===== src/rtl/muldiv_if.sv =====
// Request/result bundle between pipeline control and the muldiv unit.
// The controller owns start/op/operands; the unit owns busy/done and the HI/LO view.
interface muldiv_if #(
  parameter int WORD_SIZE = 32
);
  logic                 start_i;
  logic [2:0]           op_i;
  logic [WORD_SIZE-1:0] rs_data_i;
  logic [WORD_SIZE-1:0] rt_data_i;
  logic                 busy_o;
  logic                 done_o;
  logic [WORD_SIZE-1:0] hi_o;
  logic [WORD_SIZE-1:0] lo_o;

  modport master (
    output start_i, op_i, rs_data_i, rt_data_i,
    input  busy_o, done_o, hi_o, lo_o
  );

  modport slave (
    input  start_i, op_i, rs_data_i, rt_data_i,
    output busy_o, done_o, hi_o, lo_o
  );
endinterface


===== src/rtl/muldiv.sv =====
// Iterative MULT/MULTU/DIV/DIVU + MTHI/MTLO owning HI/LO; WORD_SIZE+1 busy cycles (1 for multiply with
// MULDIV_FAST_MUL_EN defined); requests are dropped while busy_o=1, so the controller must stall.
module muldiv #(
  parameter int WORD_SIZE = 32
) (
  input  logic     clk_i,
  input  logic     rst_i,
  muldiv_if.slave  bus
);
  localparam int W  = WORD_SIZE;
  localparam int CW = $clog2(WORD_SIZE);

  typedef enum logic [1:0] {IDLE, RUN, FIX} state_t;

  state_t         state;
  logic [CW-1:0]  cnt;
  logic           is_div;
  logic           neg_q;
  logic           neg_r;
  logic [W-1:0]   a_mag;
  logic [W-1:0]   b_mag;
  logic [2*W-1:0] acc;
  logic [W-1:0]   rem;
  logic           busy_q;
  logic           done_q;
  logic [W-1:0]   hi_q;
  logic [W-1:0]   lo_q;

  logic           op_sgn;
  logic           rs_neg;
  logic           rt_neg;
  logic [W-1:0]   rs_abs;
  logic [W-1:0]   rt_abs;
  logic [W:0]     mul_sum;
  logic [W:0]     div_sh;
  logic [W:0]     div_diff;
  logic [2*W-1:0] prod_fix;
  logic [W-1:0]   quo_fix;
  logic [W-1:0]   rem_fix;

  assign op_sgn = (bus.op_i == 3'd0) || (bus.op_i == 3'd2);
  assign rs_neg = op_sgn & bus.rs_data_i[W-1];
  assign rt_neg = op_sgn & bus.rt_data_i[W-1];
  assign rs_abs = rs_neg ? -bus.rs_data_i : bus.rs_data_i;
  assign rt_abs = rt_neg ? -bus.rt_data_i : bus.rt_data_i;

  // Multiply: acc = {partial product, remaining multiplier bits}, shifted right each step.
  assign mul_sum = {1'b0, acc[2*W-1:W]} + (acc[0] ? {1'b0, a_mag} : {(W+1){1'b0}});

  // Divide: acc[W-1:0] shifts the dividend out and the quotient in.
  assign div_sh   = {rem, acc[W-1]};
  assign div_diff = div_sh - {1'b0, b_mag};

  assign prod_fix = neg_q ? -acc : acc;
  assign quo_fix  = neg_q ? -acc[W-1:0] : acc[W-1:0];
  assign rem_fix  = neg_r ? -rem : rem;

`ifdef MULDIV_FAST_MUL_EN
  logic [2*W-1:0] fast_prod;
  assign fast_prod = {{W{1'b0}}, rs_abs} * {{W{1'b0}}, rt_abs};
`endif

  always_ff @(posedge clk_i) begin
    if (rst_i) begin
      state  <= IDLE;
      cnt    <= '0;
      is_div <= 1'b0;
      neg_q  <= 1'b0;
      neg_r  <= 1'b0;
      a_mag  <= '0;
      b_mag  <= '0;
      acc    <= '0;
      rem    <= '0;
      busy_q <= 1'b0;
      done_q <= 1'b0;
      hi_q   <= '0;
      lo_q   <= '0;
    end else begin
      done_q <= 1'b0;
      case (state)
        IDLE: begin
          if (bus.start_i) begin
            if (!bus.op_i[2]) begin
              is_div <= bus.op_i[1];
              neg_q  <= rs_neg ^ rt_neg;
              neg_r  <= rs_neg;
              a_mag  <= rs_abs;
              b_mag  <= rt_abs;
              rem    <= '0;
              cnt    <= '0;
              busy_q <= 1'b1;
              if (bus.op_i[1]) begin
                acc   <= {{W{1'b0}}, rs_abs};
                state <= RUN;
              end else begin
`ifdef MULDIV_FAST_MUL_EN
                acc   <= fast_prod;
                state <= FIX;
`else
                acc   <= {{W{1'b0}}, rt_abs};
                state <= RUN;
`endif
              end
            end else if (bus.op_i == 3'd4) begin
              hi_q <= bus.rs_data_i;
            end else if (bus.op_i == 3'd5) begin
              lo_q <= bus.rs_data_i;
            end
          end
        end
        RUN: begin
          if (is_div) begin
            acc[W-1:0] <= {acc[W-2:0], ~div_diff[W]};
            rem        <= div_diff[W] ? div_sh[W-1:0] : div_diff[W-1:0];
          end else begin
            acc <= {mul_sum, acc[W-1:1]};
          end
          if (cnt == CW'(W-1)) begin
            state <= FIX;
          end else begin
            cnt <= cnt + 1'b1;
          end
        end
        FIX: begin
          // Divide-by-zero and MIN/-1 fall out of the magnitude datapath without special cases.
          if (is_div) begin
            lo_q <= quo_fix;
            hi_q <= rem_fix;
          end else begin
            {hi_q, lo_q} <= prod_fix;
          end
          busy_q <= 1'b0;
          done_q <= 1'b1;
          state  <= IDLE;
        end
        default: state <= IDLE;
      endcase
    end
  end

  assign bus.busy_o = busy_q;
  assign bus.done_o = done_q;
  assign bus.hi_o   = hi_q;
  assign bus.lo_o   = lo_q;
endmodule


===== src/flat_wrapper.sv =====
// flat-port wrapper written by rule: the top's interface ports become plain ports
module muldiv_flat 
#(
  parameter int WORD_SIZE = 32
)
  (clk_i, rst_i, bus_start_i, bus_op_i, bus_rs_data_i, bus_rt_data_i, bus_busy_o, bus_done_o, bus_hi_o, bus_lo_o);
  muldiv_if #(.WORD_SIZE(WORD_SIZE)) bus_i ();
  input  logic clk_i;
  input  logic rst_i;
  input wire logic [$bits(bus_i.start_i)-1:0] bus_start_i;
  input wire logic [$bits(bus_i.op_i)-1:0] bus_op_i;
  input wire logic [$bits(bus_i.rs_data_i)-1:0] bus_rs_data_i;
  input wire logic [$bits(bus_i.rt_data_i)-1:0] bus_rt_data_i;
  output wire logic [$bits(bus_i.busy_o)-1:0] bus_busy_o;
  output wire logic [$bits(bus_i.done_o)-1:0] bus_done_o;
  output wire logic [$bits(bus_i.hi_o)-1:0] bus_hi_o;
  output wire logic [$bits(bus_i.lo_o)-1:0] bus_lo_o;
  assign bus_i.start_i = bus_start_i;
  assign bus_i.op_i = bus_op_i;
  assign bus_i.rs_data_i = bus_rs_data_i;
  assign bus_i.rt_data_i = bus_rt_data_i;
  assign bus_busy_o = bus_i.busy_o;
  assign bus_done_o = bus_i.done_o;
  assign bus_hi_o = bus_i.hi_o;
  assign bus_lo_o = bus_i.lo_o;
  muldiv #(.WORD_SIZE(WORD_SIZE)) u_core (.clk_i(clk_i), .rst_i(rst_i), .bus(bus_i));
endmodule

===== config.mk =====
export PLATFORM = sky130hd
export DESIGN_NAME = muldiv_flat
export DESIGN_NICKNAME = d
export VERILOG_FILES = /design/src/rtl/muldiv_if.sv /design/src/rtl/muldiv.sv /design/src/flat_wrapper.sv
export SDC_FILE = /design/constraint.sdc
export NUM_CORES = 1
export LEC_CHECK = 0
export BUFFER_PORTS_ARGS = -buffer_cell sky130_fd_sc_hd__buf_2
export CORE_MARGIN = 4
export CORE_UTILIZATION = 55
export DETAILED_ROUTE_END_ITERATION = 6
export MAX_ROUTING_LAYER = met4
export PLACE_DENSITY = 0.75
export SLEW_MARGIN = 15
export SYNTH_ARGS = -nofsm -noshare
export SYNTH_HDL_FRONTEND = slang
export SYNTH_SLANG_ARGS = --single-unit

===== constraint.sdc =====
create_clock -name clk_i -period 10.1 [get_ports clk_i]
set_input_delay 1.515 -clock clk_i [delete_from_list [all_inputs] [get_ports clk_i]]
set_output_delay 1.515 -clock clk_i [all_outputs]
set_load 0.01 [all_outputs]

==> impl_metrics.tcl, run 1 <==
set metrics [dict create \
    outcome "completed" \
    finalCritPeriodShare_pct 43.7 \
    x_dimension_of_the_die_um 183 \
    critPathKind "reg -> reg" \
    power-per-cell-area_nw_per_um2 135 \
    crit_required_ns 10.56 \
    globalRouteTotalUtil_pct 34.6 \
    top_level_ports 136 \
    worstPathCellList "inv_1 > ha_1 > fa_1 > nand2b_1 > a21oi_1 > o21ai_1 > o21a_1 > o31a_1 > o41a_1 > nor2_1 > xnor2_2 > buf_4 > mux2_2 > o21ai_0" \
    floorplan.die.height_um 183 \
    grt_antenna_before_repair 3 \
    grt-ovfl-total 0 \
    timing.critical_path.fanout_max 35 \
    critical_path_depth 14 \
    placed_cell_area_um2 17600 \
    cts_htree_levels 1 \
    class_of_the_worst_hold_path "reg -> reg" \
    finalNonFillerCells 2639 \
    final_standard_cell_area_without_fillers_um2 18600 \
    fin_crit_ns 4.42 \
    reg2reg_slack_ns 5.68 \
    total_power_of_the_final_layout_mw 2.52 \
    critical_path.startpoint "u_core.acc[31]$_SDFFE_PP0P_" \
    via_count 16600 \
    final_max_slew_viol_count 0 \
    detail_route.drc_violations 0 \
    leakage_nw 7.58 \
    worstSetupEndpointType "flip-flop" \
    wl_per_cell_um 22.0 \
    worst_path_dominant_cell_family "compound AO/OA/AOI/OAI gates" \
    start_util_pct 56.2 \
    final.setup_skew_ns 0.0123 \
    ys_seq_elements 236 \
    tritoncts "yes" \
    cts_made_buffers 27 \
    cp_num_buf_inv 2 \
    worst_setup_hold_path_clk_slew_ns 0.06 \
    post_synth_instance_area_um2 16800 \
    cp.arrival_ns 4.88 \
    drive_above_1_share_pct 11.2 \
    yosysWarningCount 0 \
    dp_worst_setup_slack_ns 5.46 \
    start_kind "flip-flop" \
    routed_wirelength_um 58000 \
    floorplan.die_area_um2 33400 \
    globalplace.congestion 1.01 \
    layout.filler_cells 2712 \
    num_rows 63 \
    clock_tree.root_cell "sky130_fd_sc_hd__clkbuf_16" \
    tritoncts_num_sinks 236 \
    synth-edff-count 0 \
    drt_iter0_markers 1729 \
    rsz0062_at_grt "no" \
    grt_max_degree 108 \
    core_region_area_um2 29900 \
    io_buffer_count 135 \
    total_nets_after_synthesis 2319 \
    tns_ns 0 \
    syn_inst 2177 \
    timing.hold.ws_ns 0.463 \
    finalHoldViolCount 0 \
    detailedRoute.firstPassIterationCount 5 \
    cts.repair.resized 0 \
    synth_async_sr_flop_share_pct 0 \
    timing.final.ws_setup_ns 5.68 \
    post-dp-hpwl_um 44300 \
    post_cts.repair.setup_buffers 0 \
    holdCritStartpoint "u_core.a_mag[0]$_SDFFE_PP0P_" \
    max-cap-violations 0 \
    worst_ir_drop_vdd_mv 0.115 \
    max_freq_mhz 226 \
    clock_path_buffers 3 \
    grt_first_pass_wirelength_um 89500 \
    synthDistinctLibCells 74 \
    setup_viol 0 \
    crit_slowest_cell "sky130_fd_sc_hd__buf_4" \
    maxSlewHeadroom_pct 17.4 \
    layout-area-overhead-vs-synth_pct 10.8 \
    timing.critical_path.slowest_cell_delay_ns 0.47 \
    reg2reg_to "u_core.rem[0]$_SDFFE_PP0P_" \
    nets 2368 \
    final_core_util_pct 62.2 \
    worst_pin_slew_ns 1.23 \
    cp-endpoint "u_core.rem[0]$_SDFFE_PP0P_" \
    first_global_vias 15400 \
    clock_latency_ns 0.54 \
    via_density_per_instance 6.31 \
    synthFlopType "sky130_fd_sc_hd__dfxtp_1" \
    route.antenna.remaining_nets 0 \
    syn_area_per_cell_um2 7.71 \
    worst_r2r_path_depth 14 \
    numPlacedInstances 2587 \
    ctsHoldBuffers 0 \
    crit-reg2reg-launch "u_core.acc[31]$_SDFFE_PP0P_" \
    synth_seq_area_share_pct 28.2 \
]
## layout make-up
cell class	instances	area [µm²]	share of cell area, %
antenna	4	10.0	0.0538
tap	390	488	2.63
inverter	69	259	1.39
sequential	236	4730	25.4
clock buffer	39	811	4.36
clock inverter	9	145	0.781
multi-input combinational	1736	11300	60.8
timing repair buffer	156	840	4.52
## worst min path at each step
| stage | to | slack (ns) | cells after the start |
|---|---|---|---|
| after floorplan | u_core.a_mag[0]$_SDFFE_PP0P_ | 0.43 | 2 |
| after global placement | u_core.a_mag[0]$_SDFFE_PP0P_ | 0.44 | 2 |
| after detailed placement | u_core.b_mag[17]$_SDFFE_PP0P_ | 0.45 | 2 |
| after CTS | u_core.a_mag[31]$_SDFFE_PP0P_ | 0.46 | 2 |
| after global routing | u_core.a_mag[31]$_SDFFE_PP0P_ | 0.48 | 2 |
| final | u_core.a_mag[0]$_SDFFE_PP0P_ | 0.46 | 2 |
## where the power goes
group	switching [mW]	internal, mW
clock	0.404	0.655
sequential	0.0491	0.970
combinational	0.280	0.160
total	0.733	1.78
## per-layer routing
| metal | share of wire [%] | vias up | global-route usage, % |
|---|---|---|---|
| li1 | - | 7911 | - |
| met1 | 44 | 7887 | 47.9 |
| met2 | 45 | 748 | 53.6 |
| met3 | 8.3 | 102 | 4.11 |
| met4 | 3.1 | 0 | 9.52 |
| met5 | 0 | - | - |
## worst min-delay path, cell delays in order, from the launching register on
cell and delay (ns):
sky130_fd_sc_hd__dfxtp_1 0.31, sky130_fd_sc_hd__nand2_1 0.05, sky130_fd_sc_hd__a21oi_1 0.06
## logic make-up (layout without fill, tap and decap cells)
kind of cell	Yosys count	in the layout	share of synthesized area [%]
XOR/XNOR	202	202	10.5
other	0	4	0
AO/OA/AOI/OAI	650	650	25.3
multiplexers	97	97	5.82
flip-flops	236	236	28.2
AND/OR/NAND/NOR	715	715	20.1
adder cells (fa/ha/maj)	72	72	5.46
buffers and inverters	205	273	4.66
## sequential cells by signal (all words and copies together) (netlist names)
name               count
u_core.state           2
u_core.neg_q           1
u_core.cnt             5
u_core.b_mag          32
u_core.bus.lo_o       32
u_core.a_mag          32
u_core.is_div          1
u_core.acc            64
u_core.rem            32
u_core.bus.hi_o       32
u_core.neg_r           1
u_core.bus.busy_o      1
u_core.bus.done_o      1
## Yosys cell counts (17+ instances only)
master | instances | share of area (%)
sky130_fd_sc_hd__mux2i_1 | 92 | 5.5
sky130_fd_sc_hd__o211ai_1 | 27 | 1.2
sky130_fd_sc_hd__nand3_1 | 32 | 0.95
sky130_fd_sc_hd__o31ai_1 | 40 | 1.8
sky130_fd_sc_hd__dfxtp_1 | 236 | 28
sky130_fd_sc_hd__xor2_1 | 101 | 5.3
sky130_fd_sc_hd__xnor2_1 | 101 | 5.3
sky130_fd_sc_hd__a21o_1 | 23 | 1.0
sky130_fd_sc_hd__o21ai_0 | 137 | 4.1
sky130_fd_sc_hd__nor2_1 | 266 | 5.9
sky130_fd_sc_hd__clkbuf_1 | 114 | 2.5
sky130_fd_sc_hd__a21oi_1 | 178 | 5.3
sky130_fd_sc_hd__nand2_1 | 197 | 4.4
sky130_fd_sc_hd__ha_1 | 70 | 5.2
sky130_fd_sc_hd__or3_1 | 31 | 1.2
sky130_fd_sc_hd__and2_1 | 38 | 1.4
sky130_fd_sc_hd__buf_1 | 17 | 0.38
sky130_fd_sc_hd__inv_1 | 68 | 1.5
sky130_fd_sc_hd__nor3_1 | 38 | 1.1
sky130_fd_sc_hd__a211oi_1 | 114 | 5.1
sky130_fd_sc_hd__nand2b_1 | 20 | 0.75
## layout by cell type, fill, tap and decap left out, types with 9 or more instances in the layout
| master | synthesis | routed |
|---|---|---|
| sky130_fd_sc_hd__nor4_1 | 12 | 12 |
| sky130_fd_sc_hd__o21ai_0 | 137 | 137 |
| sky130_fd_sc_hd__nand3_1 | 32 | 32 |
| sky130_fd_sc_hd__o211ai_1 | 27 | 27 |
| sky130_fd_sc_hd__and2_1 | 38 | 38 |
| sky130_fd_sc_hd__mux2i_1 | 92 | 92 |
| sky130_fd_sc_hd__o41ai_1 | 14 | 14 |
| sky130_fd_sc_hd__buf_2 | 4 | 134 |
| sky130_fd_sc_hd__a22oi_1 | 12 | 12 |
| sky130_fd_sc_hd__xnor2_1 | 101 | 100 |
| sky130_fd_sc_hd__or3_1 | 31 | 31 |
| sky130_fd_sc_hd__o31ai_1 | 40 | 40 |
| sky130_fd_sc_hd__a211oi_1 | 114 | 114 |
| sky130_fd_sc_hd__buf_4 | 0 | 21 |
| sky130_fd_sc_hd__or4_1 | 12 | 12 |
| sky130_fd_sc_hd__clkbuf_16 | 0 | 27 |
| sky130_fd_sc_hd__a22o_1 | 9 | 9 |
| sky130_fd_sc_hd__nor2_1 | 266 | 264 |
| sky130_fd_sc_hd__nand4_1 | 11 | 11 |
| sky130_fd_sc_hd__dfxtp_1 | 236 | 234 |
| sky130_fd_sc_hd__nand2b_1 | 20 | 19 |
| sky130_fd_sc_hd__clkbuf_8 | 0 | 9 |
| sky130_fd_sc_hd__a21oi_1 | 178 | 178 |
| sky130_fd_sc_hd__ha_1 | 70 | 70 |
| sky130_fd_sc_hd__and3_1 | 9 | 9 |
| sky130_fd_sc_hd__inv_1 | 68 | 68 |
| sky130_fd_sc_hd__nor3_1 | 38 | 37 |
| sky130_fd_sc_hd__nor2b_1 | 14 | 13 |
| sky130_fd_sc_hd__a21o_1 | 23 | 23 |
| sky130_fd_sc_hd__xor2_1 | 101 | 101 |
| sky130_fd_sc_hd__o21a_1 | 9 | 9 |
| sky130_fd_sc_hd__nand2_1 | 197 | 197 |
Note: power is estimated with default switching activity, not from simulation.
==> run 2: changes to the inputs <==
==> constraint.sdc (replaced) <==
create_clock -name clk_i -period 4.2 [get_ports clk_i]
set_input_delay 0.63 -clock clk_i [delete_from_list [all_inputs] [get_ports clk_i]]
set_output_delay 0.63 -clock clk_i [all_outputs]
set_load 0.01 [all_outputs]
==> run 2 against run 1 <==
Compared with the run above:
- clock-buffer cell count down 9
- clock power rose to 2.5 times the previous value
- highest routed layer unchanged
- register-to-register slack worse by 5.3 ns
- setup slack worse by 5.3 ns
- sequential share of layout area down 0.24 points
- via count up 1.1%
- clock skew about the same
- die area unchanged
==> impl_metrics.tcl, run 2 (synthesized netlist as in run 1, its figures left out) <==
set metrics [dict create \
    max_freq_mhz 259 \
    worstSetupEndpointType "flip-flop" \
    holdCritStartpoint "bus_rs_data_i[0]" \
    timing.critical_path.fanout_max 17 \
    critPathKind "reg -> reg" \
    cts.repair.resized 0 \
    finalHoldViolCount 0 \
    globalRouteTotalUtil_pct 34.5 \
    floorplan.die.height_um 183 \
    post-dp-hpwl_um 45100 \
    grt_max_degree 129 \
    timing.hold.worst_path_depth 3 \
    drive_above_1_share_pct 11.9 \
    tns_ns 0 \
    clock_tree.root_cell "sky130_fd_sc_hd__clkbuf_16" \
    final.setup_skew_ns 0.0120 \
    number_of_flip_flops_in_the_largest_register 64 \
    floorplan.die_area_um2 33400 \
    tritoncts "yes" \
    mostFrequentLayoutCell "sky130_fd_sc_hd__nor2_1" \
    io_buffer_count 135 \
    route.antenna.remaining_nets 0 \
    maxSlewHeadroom_pct 26.8 \
    leakage_nw 7.68 \
    cts_made_buffers 26 \
    ctsHoldBuffers 0 \
    wl_per_cell_um 22.0 \
    post_cts.repair.setup_buffers 0 \
    start_util_pct 56.2 \
    grt_first_pass_wirelength_um 89300 \
    worst_setup_hold_path_clk_slew_ns 0.07 \
    reg2reg_to "u_core.rem[20]$_SDFFE_PP0P_" \
    start_kind "flip-flop" \
    outcome "completed" \
    via_density_per_instance 6.34 \
    nets 2383 \
    detailedRoute.firstPassIterationCount 6 \
    worst_pin_slew_ns 1.10 \
    worst_ir_drop_vdd_mv 0.269 \
    via_count 16800 \
    power-per-cell-area_nw_per_um2 330 \
    finalCritPeriodShare_pct 92.0 \
    crit-reg2reg-launch "u_core.acc[31]$_SDFFE_PP0P_" \
    grt_antenna_before_repair 3 \
    layout-area-overhead-vs-synth_pct 11.8 \
    setup_viol 0 \
    detail_route.drc_violations 0 \
    rsz0062_at_grt "no" \
    routed_wirelength_um 58500 \
    final_max_slew_viol_count 0 \
    tritoncts_num_sinks 236 \
    globalplace.congestion 1.00 \
    first_global_vias 15500 \
    class_of_the_worst_hold_path "in -> reg" \
    fin_crit_ns 3.86 \
    clock_latency_ns 0.54 \
    max-cap-violations 0 \
    cp.arrival_ns 4.27 \
    total_power_of_the_final_layout_mw 6.20 \
    clock_path_buffers 3 \
    worstHoldEndpoint "u_core.a_mag[0]$_SDFFE_PP0P_" \
    drt_iter0_markers 2193 \
    core_region_area_um2 29900 \
    reg2reg_slack_ns 0.34 \
    worst_r2r_path_depth 14 \
    grt-ovfl-total 0 \
    registers.top_by_ff_count "u_core.acc" \
    cts_htree_levels 1 \
    num_rows 63 \
    x_dimension_of_the_die_um 183 \
    layout.filler_cells 2682 \
    top_level_ports 136 \
    layout.cells.most_common_list "sky130_fd_sc_hd__nor2_1 (264), sky130_fd_sc_hd__dfxtp_1 (234), sky130_fd_sc_hd__nand2_1 (197)" \
    crit_required_ns 4.61 \
]
## run 2: changes by cell type in the layout (fill, tap and decap cells not counted), sizes merged
cell	previous run	this run
buf	156	172
clkbuf	39	30
clkinv	5	9
bufinv	4	7
clkinvlp	0	2
diode	4	3
## run 2: critical path, cell delays in order, from the launching register on
cell,delay (ns)
sky130_fd_sc_hd__dfxtp_1,0.40
sky130_fd_sc_hd__inv_1,0.11
sky130_fd_sc_hd__ha_1,0.24
sky130_fd_sc_hd__fa_1,0.40
sky130_fd_sc_hd__nand2b_1,0.18
sky130_fd_sc_hd__a21oi_1,0.19
sky130_fd_sc_hd__o21ai_1,0.15
sky130_fd_sc_hd__o21a_1,0.23
sky130_fd_sc_hd__o31a_1,0.36
sky130_fd_sc_hd__o41a_1,0.34
sky130_fd_sc_hd__nor2_1,0.18
sky130_fd_sc_hd__xnor2_2,0.39
sky130_fd_sc_hd__buf_12,0.27
sky130_fd_sc_hd__mux2i_1,0.22
sky130_fd_sc_hd__o21ai_0,0.09
## run 2: metal layers
metal  part of all wire [%]  vias up  GRT usage [%]
li1                       -     7948              -
met4                    4.9        0           14.1
met3                    9.3      148           4.60
met1                     42     7929           47.8
met2                     44      809           50.9
met5                      0        -              -
## run 2: area by class of cell
type                       count  area [µm²]  share of cell area (%)
inverter                      69         259                    1.38
multi-input combinational   1736       11300                    60.3
antenna                        3        7.51                  0.0400
tap                          390         488                    2.60
clock inverter                18         274                    1.46
timing repair buffer         172         985                    5.25
clock buffer                  30         717                    3.82
sequential                   236        4730                    25.2
## run 2: stage by stage
step                util [%]  hold slack, ns  area, µm²  std cells  worst slack, ns
floorplan                  -           0.432      16800       2177            0.768
finish                  62.8           0.423      18800       2654            0.337
detailed placement      59.5           0.456      17800       2603            0.376
global placement        59.5           0.443      17800       2603            0.472
CTS                     62.8           0.402      18800       2651            0.350
global route            62.8           0.435      18800       2654           0.0845
## run 2: power by group
group	total [mW]	internal (mW)	switching (mW)	leakage (nW)
combinational	1.10	0.396	0.699	5.26
clock	2.65	1.65	1.00	0.489
sequential	2.45	2.33	0.116	1.92
total	6.20	4.38	1.82	7.68
## run 2: how the worst max path moves through the flow
stage	depth (start not counted)	end	startpoint
CTS	14	u_core.rem[20]$_SDFFE_PP0P_	u_core.acc[31]$_SDFFE_PP0P_
detailed placement	14	u_core.rem[20]$_SDFFE_PP0P_	u_core.acc[31]$_SDFFE_PP0P_
floorplan	14	u_core.rem[3]$_SDFFE_PP0P_	u_core.acc[31]$_SDFFE_PP0P_
global placement	14	u_core.rem[4]$_SDFFE_PP0P_	u_core.acc[31]$_SDFFE_PP0P_
global route	14	u_core.rem[12]$_SDFFE_PP0P_	u_core.acc[31]$_SDFFE_PP0P_
finish	14	u_core.rem[20]$_SDFFE_PP0P_	u_core.acc[31]$_SDFFE_PP0P_
